[config.mk]
export PLATFORM = sky130hd
export DESIGN_NAME = hct74157_timed_flat
export DESIGN_NICKNAME = d
export VERILOG_FILES = /design/src/rtl/hct74157_timed_if.sv /design/src/rtl/hct74157_timed.sv /design/src/flat_wrapper.sv
export SDC_FILE = /design/constraint.sdc
export NUM_CORES = 1
export LEC_CHECK = 0
export CAP_MARGIN = 20
export CORE_MARGIN = 1.5
export CORE_UTILIZATION = 40
export CTS_CLUSTER_DIAMETER = 120
export DETAILED_ROUTE_END_ITERATION = 12
export GPL_ROUTABILITY_DRIVEN = 0
export GPL_TIMING_DRIVEN = 0
export PLACE_DENSITY_LB_ADDON = 0.1
export SYNTH_ARGS = -nofsm -noshare
export SYNTH_HDL_FRONTEND = slang
export SYNTH_SLANG_ARGS = --single-unit
[constraint.sdc]
create_clock -name clk -period 1 [get_ports clk]
set_input_delay 0.2 -clock clk [delete_from_list [all_inputs] [get_ports clk]]
set_output_delay 0.2 -clock clk [all_outputs]
set_load 0.05 [all_outputs]
[src/rtl/hct74157_timed_if.sv]
// Pin bundle of the 74HCT157 timing model: four select/enable/data inputs and the muxed output.
// The master side drives the inputs; the slave (the model itself) drives Y.
interface hct74157_timed_if;
   logic [3:0] I0;
   logic [3:0] I1;
   logic       S;
   logic       _E;
   logic [3:0] Y;

   modport master (
      output I0,
      output I1,
      output S,
      output _E,
      input  Y
   );

   modport slave (
      input  I0,
      input  I1,
      input  S,
      input  _E,
      output Y
   );
endinterface

[src/rtl/hct74157_timed.sv]
// Cycle-level 74HCT157: each input path is a transport delay line of its own length,
// and Y is a purely combinational mux of the line outputs.
module hct74157_timed #(
   parameter int E_PD = 12,
   parameter int I_PD = 13,
   parameter int S_PD = 20
) (
   input  logic               clk,
   input  logic               reset,
   hct74157_timed_if.slave    bus
);

   // I0 and I1 share a path delay, so they travel together as {I1, I0}.
   logic       e_reg [E_PD];
   logic       s_reg [S_PD];
   logic [7:0] d_reg [I_PD];

   genvar gi;
   generate
      for (gi = 0; gi < E_PD; gi++) begin : g_e
         if (gi == 0) begin : g_head
            always_ff @(posedge clk) begin
               if (reset) e_reg[gi] <= 1'b1;
               else       e_reg[gi] <= bus._E;
            end
         end else begin : g_body
            always_ff @(posedge clk) begin
               if (reset) e_reg[gi] <= 1'b1;
               else       e_reg[gi] <= e_reg[gi-1];
            end
         end
      end

      for (gi = 0; gi < S_PD; gi++) begin : g_s
         if (gi == 0) begin : g_head
            always_ff @(posedge clk) begin
               if (reset) s_reg[gi] <= 1'b0;
               else       s_reg[gi] <= bus.S;
            end
         end else begin : g_body
            always_ff @(posedge clk) begin
               if (reset) s_reg[gi] <= 1'b0;
               else       s_reg[gi] <= s_reg[gi-1];
            end
         end
      end

      for (gi = 0; gi < I_PD; gi++) begin : g_d
         if (gi == 0) begin : g_head
            always_ff @(posedge clk) begin
               if (reset) d_reg[gi] <= 8'h00;
               else       d_reg[gi] <= {bus.I1, bus.I0};
            end
         end else begin : g_body
            always_ff @(posedge clk) begin
               if (reset) d_reg[gi] <= 8'h00;
               else       d_reg[gi] <= d_reg[gi-1];
            end
         end
      end
   endgenerate

   logic       ed;
   logic       sd;
   logic [3:0] i0d;
   logic [3:0] i1d;

   assign ed  = e_reg[E_PD-1];
   assign sd  = s_reg[S_PD-1];
   assign i0d = d_reg[I_PD-1][3:0];
   assign i1d = d_reg[I_PD-1][7:4];

   // The ternary keeps disabled dominant even when the data or select lines carry x.
   assign bus.Y = ed ? 4'b0000 : (sd ? i1d : i0d);

endmodule

[src/flat_wrapper.sv]
// flat-port wrapper written by rule: the top's interface ports become plain ports
module hct74157_timed_flat 
#(
   parameter int E_PD = 12,
   parameter int I_PD = 13,
   parameter int S_PD = 20
)
  (clk, reset, bus_I0, bus_I1, bus_S, bus__E, bus_Y);
  hct74157_timed_if bus_i ();
  input  logic clk;
  input  logic reset;
  input wire logic [$bits(bus_i.I0)-1:0] bus_I0;
  input wire logic [$bits(bus_i.I1)-1:0] bus_I1;
  input wire logic [$bits(bus_i.S)-1:0] bus_S;
  input wire logic [$bits(bus_i._E)-1:0] bus__E;
  output wire logic [$bits(bus_i.Y)-1:0] bus_Y;
  assign bus_i.I0 = bus_I0;
  assign bus_i.I1 = bus_I1;
  assign bus_i.S = bus_S;
  assign bus_i._E = bus__E;
  assign bus_Y = bus_i.Y;
  hct74157_timed #(.E_PD(E_PD), .I_PD(I_PD), .S_PD(S_PD)) u_core (.clk(clk), .reset(reset), .bus(bus_i));
endmodule
==> impl_metrics.tcl, run 1 <==
set metrics [dict create \
    status "finished, violations left" \
    failed_checks "setup timing" \
    r2r_end "u_core.e_reg[2][1]" \
    cts_tree "built" \
    cts.sinks 136 \
    cts_root_buf "clkbuf_8" \
    gr-total-overflow 0 \
    ys_dominant_reg_cell "dfxtp_1" \
    crit-reg2reg-launch "u_core.e_reg[2][0]" \
    drc 0 \
    peakVddDrop_uv 1160 \
    syn_area_per_cell_um2 12.8 \
    timing.hold.worst.class "in2reg" \
    largest_net_degree_at_the_start_of_global_routing 17 \
    antenna_violations_before_repair 0 \
    power_uw 11900 \
    dpl_cell_area_um2 4090 \
    first_global_vias 1655 \
    final_slew_violations 0 \
    min-delay-start "reset" \
    min_path_cells 3 \
    crit_fanout 4 \
    destination_of_the_worst_hold_path "u_core.s_reg[2][3]" \
    fin_util_pct 51.8 \
    depth_of_the_worst_register_to_register_path 1 \
    highest_attainable_clock_frequency_mhz 617 \
    clkLatencyLatePin_ps 500 \
    dr.pass1.iters 4 \
    final_cell_area_um2 4770 \
    grt_setup_unrepaired "true" \
    cts.repair_timing.setup_buffer_count 0 \
    synth_top_area_share_pct 72.1 \
    final_cells 453 \
    hold_viol 0 \
    detail_route.vias_per_cell 4.04 \
    timing.clock.skew_ps 6.39 \
    postSynthRegisterBits 136 \
    timing.slew.headroom_pct 66.1 \
    synth.most_common_cell "dfxtp_1" \
    detailroute.via_count 1829 \
    die_height_um 100 \
    ctsHtreeMaxLevel 4 \
    grt_first_pass_wirelength_um 7020 \
    ctsLongestPathBuffers 2 \
    placedCellCount 421 \
    setup_slack_ps -622 \
    dp_worst_setup_slack_ps -708 \
    synth.top_cells.by_count "dfxtp_1 (136), nor2b_1 (79), and2b_1 (45)" \
    io_buffer_count 14 \
    leakagePower_uw 0.00199 \
    worst_setup_path_end_kind "primary output" \
    fin_crit_sh_pct 162 \
    die_w_um 100 \
    antenna-diode-count 0 \
    floorplan.io_pins 16 \
    dieArea_um2 10000 \
    syn_inst 296 \
    largest_register_ff_count 104 \
    fp-row-count 35 \
    postRouteAntennaNets 0 \
    detailedRoute.firstIterationViolations 20 \
    part_of_the_yosys_area_used_for_sequential_elements_pct 72.1 \
    cap_viol_max_count 0 \
    crit_path_start_kind "register" \
    power.density_nw_per_um2 2490 \
    core_area_um2 9200 \
    yosys_warnings 0 \
    synth-edff-count 0 \
    cts.hold.buffers_added 0 \
    register_to_register_setup_slack_ps 400 \
    synthToLayoutAreaGrowth_pct 26.1 \
    detail_route.wl_per_cell_um 8.70 \
    data_required_time_of_the_worst_path_ps 800 \
    mappedNetlistArea_um2 3780 \
    synthTopCellsByArea "dfxtp_1 (72%), nor2b_1 (13%), and2b_1 (8.9%)" \
    finalWorstPathRequiredPeriod_ps 1620 \
    initial_cell_density_of_the_core_pct 41.1 \
    tritoncts.num_buffers 17 \
    worst-setup-path-type "reg2out" \
    global_route.usage.total_pct 9.68 \
    tightest_slew_ps 508 \
    setup_viol_count_final 4 \
    nNetsFinal 341 \
    dp.final_hpwl_um 2460 \
    worst_ep_arrival_time_ps 1420 \
    share_of_cells_above_drive_strength_1_pct 14.3 \
    syn-num-nets 308 \
    fraction_of_registers_with_async_set_or_reset_after_synthesis_pct 0 \
    clk_transition_reported_paths_ps 60 \
    cell_taking_the_most_area_after_synthesis "dfxtp_1" \
    routed_wl_um 3940 \
    yosysUniqueCellTypes 10 \
]
cell type report:
type / instances / area, um^2
clock inverter: 12 / 176
multi-input combinational: 144 / 1040
fill: 811 / 4430
tap: 111 / 139
timing repair buffer: 14 / 145
clock buffer: 20 / 425
buffer: 16 / 114
sequential: 136 / 2720
metrics by stage:
step	setup TNS [ps]	hold WS (ps)
final	-2480	62.7
after floorplan	-167	297
after CTS	-2630	47.6
after detailed placement	-3880	391
after global placement	-3600	386
after global routing	-2780	57.0
worst max-delay path by stage:
stage	depth (start not counted)	slack (ps)	endpoint	start
after floorplan	3	-40	bus_Y[0]	u_core.s_reg[4][3]
after global placement	4	-700	bus_Y[1]	u_core.s_reg[4][3]
after detailed placement	4	-710	bus_Y[0]	u_core.s_reg[4][3]
after CTS	4	-660	bus_Y[0]	u_core.s_reg[4][3]
after global routing	4	-700	bus_Y[0]	u_core.s_reg[4][3]
final	4	-620	bus_Y[2]	u_core.s_reg[4][3]
worst max-delay path, stage by stage, from the launching register on:
cell and delay (ps):
dfxtp_2 330, clkbuf_16 150, mux2i_4 240, nor2_4 40, buf_6 160
logic make-up after synthesis:
group | Yosys count | synth area share, %
DFF | 136 | 72.1
muxes | 4 | 1.06
buffers and inverters | 16 | 2.48
and+or+nand+nor | 140 | 24.4
metal layers:
layer  vias up  GRT usage, %  wire length, um  part of all wire (%)
li1        959             -                -                     -
met1       836          8.89             1690                    43
met2        30          15.9             2020                    51
met3         4          5.22              175                   4.4
met4         0          7.80               61                   1.5
met5         -             0                0                     0
report_power, final:
group          internal, uW  total, uW  switching [uW]  leakage, uW
Combinational           110        204            94.0     0.000601
Clock                  4040       6150            2110     0.000289
Sequential             5480       5490            10.1      0.00110
cell usage in the layout, fill, tap and decap left out, drive strengths merged:
cell type | Yosys | final
nor2 | 4 | 4
or2 | 12 | 12
bufinv | 0 | 4
mux2i | 4 | 4
clkbuf | 10 | 30
nor2b | 79 | 79
dfxtp | 136 | 136
clkdlybuf4s50 | 0 | 10
buf | 6 | 10
clkinv | 0 | 6
clkinvlp | 0 | 2
and2b | 45 | 45
timing repair:
action,CTS,global route
setup endpoints to repair,4,4
gates resized for setup,40,0
pin swaps,0,0
No activity file was read; power rests on OpenSTA's default activity.
==> run 2: changes to the inputs <==
clock period = 2.01 ns   (was 1 ns; I/O delays follow)
==> run 2 against run 1 <==
Compared with the run above: the run now ends clean; non-clock buffer count stayed put; wire length grew 2.6%; largest power group unchanged; clock-buffer cell count unchanged; first-iteration DRC count increased by 70%; worst hold slack gained 190 ps; power decreased by 50%; critical path depth unchanged; sequential share of layout area is 1.5 points higher; clock skew down 1.0 ps; utilization shrank 1.3 points; die area stayed put; register-to-register slack gained 1000 ps.
==> impl_metrics.tcl, run 2 (synthesized netlist as in run 1, its figures left out) <==
set metrics [dict create \
    cap_viol_max_count 0 \
    min-delay-start "reset" \
    timing.critical_path.slowest_cell_delay_ps 300 \
    internal-power_uw 4760 \
    floorplan.io_pins 16 \
    data_required_time_of_the_worst_path_ps 1610 \
    power.combinational.fraction_pct 1.7 \
    io_buffer_count 14 \
    setup_viol_count_final 0 \
    power.density_nw_per_um2 1270 \
    cts.repair_timing.setup_buffer_count 0 \
    share_of_cells_above_drive_strength_1_pct 12.6 \
    postCtsResizedCells 12 \
    dp.final_hpwl_um 2550 \
    detail_route.wl_per_cell_um 8.93 \
    die_height_um 100 \
    dr.pass1.iters 2 \
    min_path_cells 3 \
    worst_ep_arrival_time_ps 1430 \
    crit_path_start_kind "register" \
    register_to_register_setup_slack_ps 1400 \
    routed_wl_um 4050 \
    sw_share_pct 18.9 \
    cts_tree "built" \
    final_slew_violations 0 \
    detailedRoute.firstIterationViolations 34 \
    detailroute.via_count 1860 \
    worst_setup_path_end_kind "primary output" \
    die_w_um 100 \
    gr-total-overflow 0 \
    p_switching_uw 1110 \
    hold_viol 0 \
    grt_setup_unrepaired "false" \
    dp_worst_setup_slack_ps 131 \
    leakagePower_uw 0.00197 \
    cts.sinks 136 \
    final_cell_area_um2 4640 \
    antenna-diode-count 0 \
    antenna_violations_before_repair 0 \
    clk_transition_reported_paths_ps 60 \
    tritoncts.num_buffers 17 \
    tightest_slew_ps 507 \
    timing.hold.worst.class "in2reg" \
    most_frequent_standard_cell_in_the_layout_excluding_fill_and_tap_cells "dfxtp_1" \
    multi_input_comb_area_um2 962 \
    seqCellArea_um2 2720 \
    drc 0 \
    postRouteAntennaNets 0 \
    dpl_cell_area_um2 4060 \
    ctsLongestPathBuffers 2 \
    peakVddDrop_uv 517 \
    fin_crit_sh_pct 91.2 \
    highest_attainable_clock_frequency_mhz 546 \
    clkLatencyLatePin_ps 500 \
    fp-row-count 35 \
    largest_register_ff_count 104 \
    timing.slew.headroom_pct 66.2 \
    setup_slack_ps 178 \
    most-common-layout-cells "dfxtp_1 (136), nor2b_1 (79), and2b_1 (45), clkbuf_16 (16), or2_1 (12)" \
    critical_path.slowest_cell "dfxtp_1" \
    nNetsFinal 341 \
    finalWorstPathRequiredPeriod_ps 1830 \
    worst-setup-path-type "reg2out" \
    cts.hold.buffers_added 0 \
    destination_of_the_worst_hold_path "u_core.s_reg[1][3]" \
    num-fill-cells 828 \
    core_area_um2 9200 \
    timing.clock.skew_ps 5.39 \
    grt_first_pass_wirelength_um 7350 \
    crit_fanout 4 \
    detail_route.vias_per_cell 4.11 \
    first_global_vias 1712 \
    whs_ps 254 \
    dieArea_um2 10000 \
    synthToLayoutAreaGrowth_pct 22.8 \
    seqPwrFrac_pct 46.5 \
    initial_cell_density_of_the_core_pct 41.1 \
    crit-reg2reg-launch "u_core.e_reg[2][0]" \
    crit_chain "clkbuf_2 > mux2i_1 > nor2_1 > buf_2" \
    depth_of_the_worst_register_to_register_path 1 \
    global_route.usage.total_pct 10.1 \
    cts_root_buf "clkbuf_8" \
    ctsHtreeMaxLevel 4 \
    largest_net_degree_at_the_start_of_global_routing 17 \
    r2r_end "u_core.e_reg[2][1]" \
    share_clk_of_total_power_pct 51.7 \
    status "finished clean" \
]
## run 2: worst max-delay path by stage
stage	start	endpoint	slack, ps
3_5_place_dp	u_core.s_reg[4][3]	bus_Y[3]	130
5_1_grt	u_core.s_reg[4][3]	bus_Y[1]	50
2_1_floorplan	u_core.s_reg[4][3]	bus_Y[0]	420
4_1_cts	u_core.s_reg[4][3]	bus_Y[3]	-6
3_3_place_gp	u_core.s_reg[4][3]	bus_Y[1]	160
6_report	u_core.s_reg[4][3]	bus_Y[3]	180
## run 2: metrics by stage
stage	instances	util, %	TNS [ps]	power, uW
3_3_place_gp	421	44.1	0	2900
4_1_cts	453	50.7	-5.61	5970
2_1_floorplan	296	-	0	2860
3_5_place_dp	421	44.1	0	2900
6_report	453	50.5	0	5870
5_1_grt	453	50.5	0	6120
## run 2: worst max-delay path: cells and delay by family, from the launching register on
family        cells  cell delay (ps)
mux               1              200
flops             1              300
simple gates      1               60
buf+inv           2              380
## run 2: area by class of cell
cell class	instances	share of cell area [%]
Multi-Input combinational cell	144	20.7
Clock inverter	12	3.21
Timing Repair Buffer	14	2.59
Tap cell	111	2.99
Clock buffer	20	9.81
Sequential cell	136	58.7
Buffer	16	2.02
## run 2: power by group through the flow
stage / clock [uW] / combinational (uW) / sequential (uW)
2_1_floorplan: 0 / 68.0 / 2790
3_3_place_gp: 0 / 104 / 2790
3_5_place_dp: 0 / 106 / 2790
4_1_cts: 3130 / 107 / 2730
5_1_grt: 3270 / 117 / 2740
6_report: 3040 / 101 / 2730
## run 2: metal layers
layer	GRT usage, %	part of all wire (%)	vias to the layer above
met3	5.92	5.0	8
met5	0	0	-
met2	16.6	50	27
li1	-	-	963
met4	6.50	2.2	0
met1	9.53	43	862
==> run 3: changes to the inputs <==
PLACE_DENSITY = 0.56   (was default)
PLACE_DENSITY_LB_ADDON = default   (was 0.1)
clock period = 2.3 ns   (was 2.01 ns; I/O delays follow)
==> run 3 against run 2 <==
Compared with the run above: final cell count stayed put; via count down 1.2%; clock skew up 5.4 ps; utilization is 0.27 points higher; first-iteration DRC count decreased by 62%; setup slack worse by 25 ps; flip-flop and latch count unchanged; power decreased by 12%; register-to-register slack improved by 300 ps; largest cell class unchanged; highest routed layer unchanged.
==> impl_metrics.tcl, run 3 (synthesized netlist as in run 1, its figures left out) <==
set metrics [dict create \
    global_route.usage.total_pct 9.93 \
    gr-total-overflow 0 \
    io_buffer_count 14 \
    detail_route.wl_per_cell_um 8.86 \
    grt_setup_unrepaired "false" \
    worst_ep_arrival_time_ps 1690 \
    largest_net_degree_at_the_start_of_global_routing 17 \
    ctsHtreeMaxLevel 4 \
    timing.clock.skew_ps 10.8 \
    die_w_um 100 \
    largest_register_ff_count 104 \
    worstSetupStartpoint "u_core.s_reg[4][3]" \
    nNetsFinal 341 \
    synthToLayoutAreaGrowth_pct 23.5 \
    timing.slew.headroom_pct 63.2 \
    status "finished clean" \
    tightest_slew_ps 552 \
    depth_of_the_worst_register_to_register_path 1 \
    share_of_cells_above_drive_strength_1_pct 11.4 \
    initial_cell_density_of_the_core_pct 41.1 \
    cts.hold.buffers_added 0 \
    cts_root_buf "clkbuf_8" \
    data_required_time_of_the_worst_path_ps 1840 \
    worst_setup_path_end_kind "primary output" \
    antenna_violations_before_repair 0 \
    core_area_um2 9200 \
    detailroute.via_count 1837 \
    dp.final_hpwl_um 2530 \
    dieArea_um2 10000 \
    clk_transition_reported_paths_ps 60 \
    postRouteAntennaNets 0 \
    crit_path_start_kind "register" \
    dr.pass1.iters 6 \
    drc 0 \
    leakagePower_uw 0.00199 \
    r2r_end "u_core.e_reg[2][1]" \
    crit-reg2reg-launch "u_core.e_reg[2][0]" \
    fp-row-count 35 \
    floorplan.io_pins 16 \
    cap_viol_max_count 0 \
    first_global_vias 1740 \
    antenna-diode-count 0 \
    worst-setup-path-type "reg2out" \
    tritoncts.num_buffers 17 \
    cts.sinks 136 \
    finalWorstPathRequiredPeriod_ps 2150 \
    crit_fanout 4 \
    routed_wl_um 4010 \
    fin_crit_sh_pct 93.3 \
    clkLatencyLatePin_ps 500 \
    power.density_nw_per_um2 1110 \
    final_slew_violations 0 \
    timing.setup.tns_ps 0 \
    detailedRoute.firstIterationViolations 13 \
    num-fill-cells 817 \
    detail_route.vias_per_cell 4.06 \
    grt_first_pass_wirelength_um 7150 \
    most-common-layout-cells "dfxtp_1 (136), nor2b_1 (79), and2b_1 (45), clkbuf_16 (16), or2_1 (12)" \
    hold_viol 0 \
    timing.hold.worst.class "in2reg" \
    cts_tree "built" \
    most_frequent_standard_cell_in_the_layout_excluding_fill_and_tap_cells "dfxtp_1" \
    timing.critical_path.to "bus_Y[1]" \
    whs_ps 314 \
    peakVddDrop_uv 614 \
    setup_viol_count_final 0 \
    register_to_register_setup_slack_ps 1700 \
    die_height_um 100 \
    ctsLongestPathBuffers 2 \
    highest_attainable_clock_frequency_mhz 466 \
]
run 3: cell types whose count changed in the layout (fill, tap and decap cells not counted):
cell,delta
buf_2,-4
dlygate4sd2_1,+4
clkbuf_8,+1
clkinv_2,-1
clkinv_4,+1
clkinvlp_4,-1
run 3: area by class of cell:
cell class                 count  area (um^2)  share of cell area (%)
buffer                        16         93.8                    2.01
tap                          111          139                    2.98
clock inverter                11          145                    3.11
clock buffer                  21          469                    10.1
sequential                   136         2720                    58.3
multi-input combinational    144          962                    20.6
timing repair buffer          14          135                    2.90
run 3: worst min path at each step:
| stage | from | to | slack [ps] | depth (start not counted) |
|---|---|---|---|---|
| after detailed placement | u_core.e_reg[0][2] | u_core.e_reg[0][3] | 390 | 1 |
| after CTS | reset | u_core.s_reg[1][0] | 290 | 3 |
| after global routing | reset | u_core.s_reg[0][1] | 310 | 3 |
| after global placement | u_core.e_reg[0][0] | u_core.e_reg[0][1] | 390 | 1 |
| after floorplan | u_core.e_reg[0][0] | u_core.e_reg[0][1] | 380 | 1 |
| final | reset | u_core.s_reg[1][0] | 310 | 3 |
run 3: routing by layer:
| metal | GRT usage, % | routed length [um] | up-vias |
|---|---|---|---|
| met5 | 0 | 0 | - |
| met4 | 8.45 | 76 | 0 |
| met2 | 16.4 | 2050 | 24 |
| met1 | 8.84 | 1740 | 845 |
| met3 | 5.36 | 150 | 7 |
| li1 | - | - | 961 |
run 3: per-stage QoR:
step | instances | cell area [um^2] | power [uW] | util [%] | worst slack (ps)
floorplan | 296 | 3780 | 2500 | - | 655
global placement | 421 | 4060 | 2530 | 44.1 | 398
detailed placement | 421 | 4060 | 2530 | 44.1 | 365
CTS | 453 | 4670 | 5250 | 50.7 | 99.4
global route | 453 | 4670 | 5350 | 50.7 | 62.2
finish | 453 | 4670 | 5170 | 50.7 | 153
run 3: worst max-delay path, stage by stage (launching register included):
cell and delay, ps:
dfxtp_1 290, clkbuf_2 150, mux2i_1 130, nor2_1 90
dlygate4sd2_1 530
run 3: repair_timing:
item / in CTS / in global routing
resized for setup: 4 / 0
hold endpoints to repair: 0 / 0
buffers inserted: 0 / 0
setup endpoints to repair: 4 / 0
run 3: power by group:
part | total (uW) | internal (uW) | switching (uW)
Combinational | 88.7 | 47.7 | 41.0
Clock | 2700 | 1760 | 933
Sequential | 2390 | 2380 | 4.48
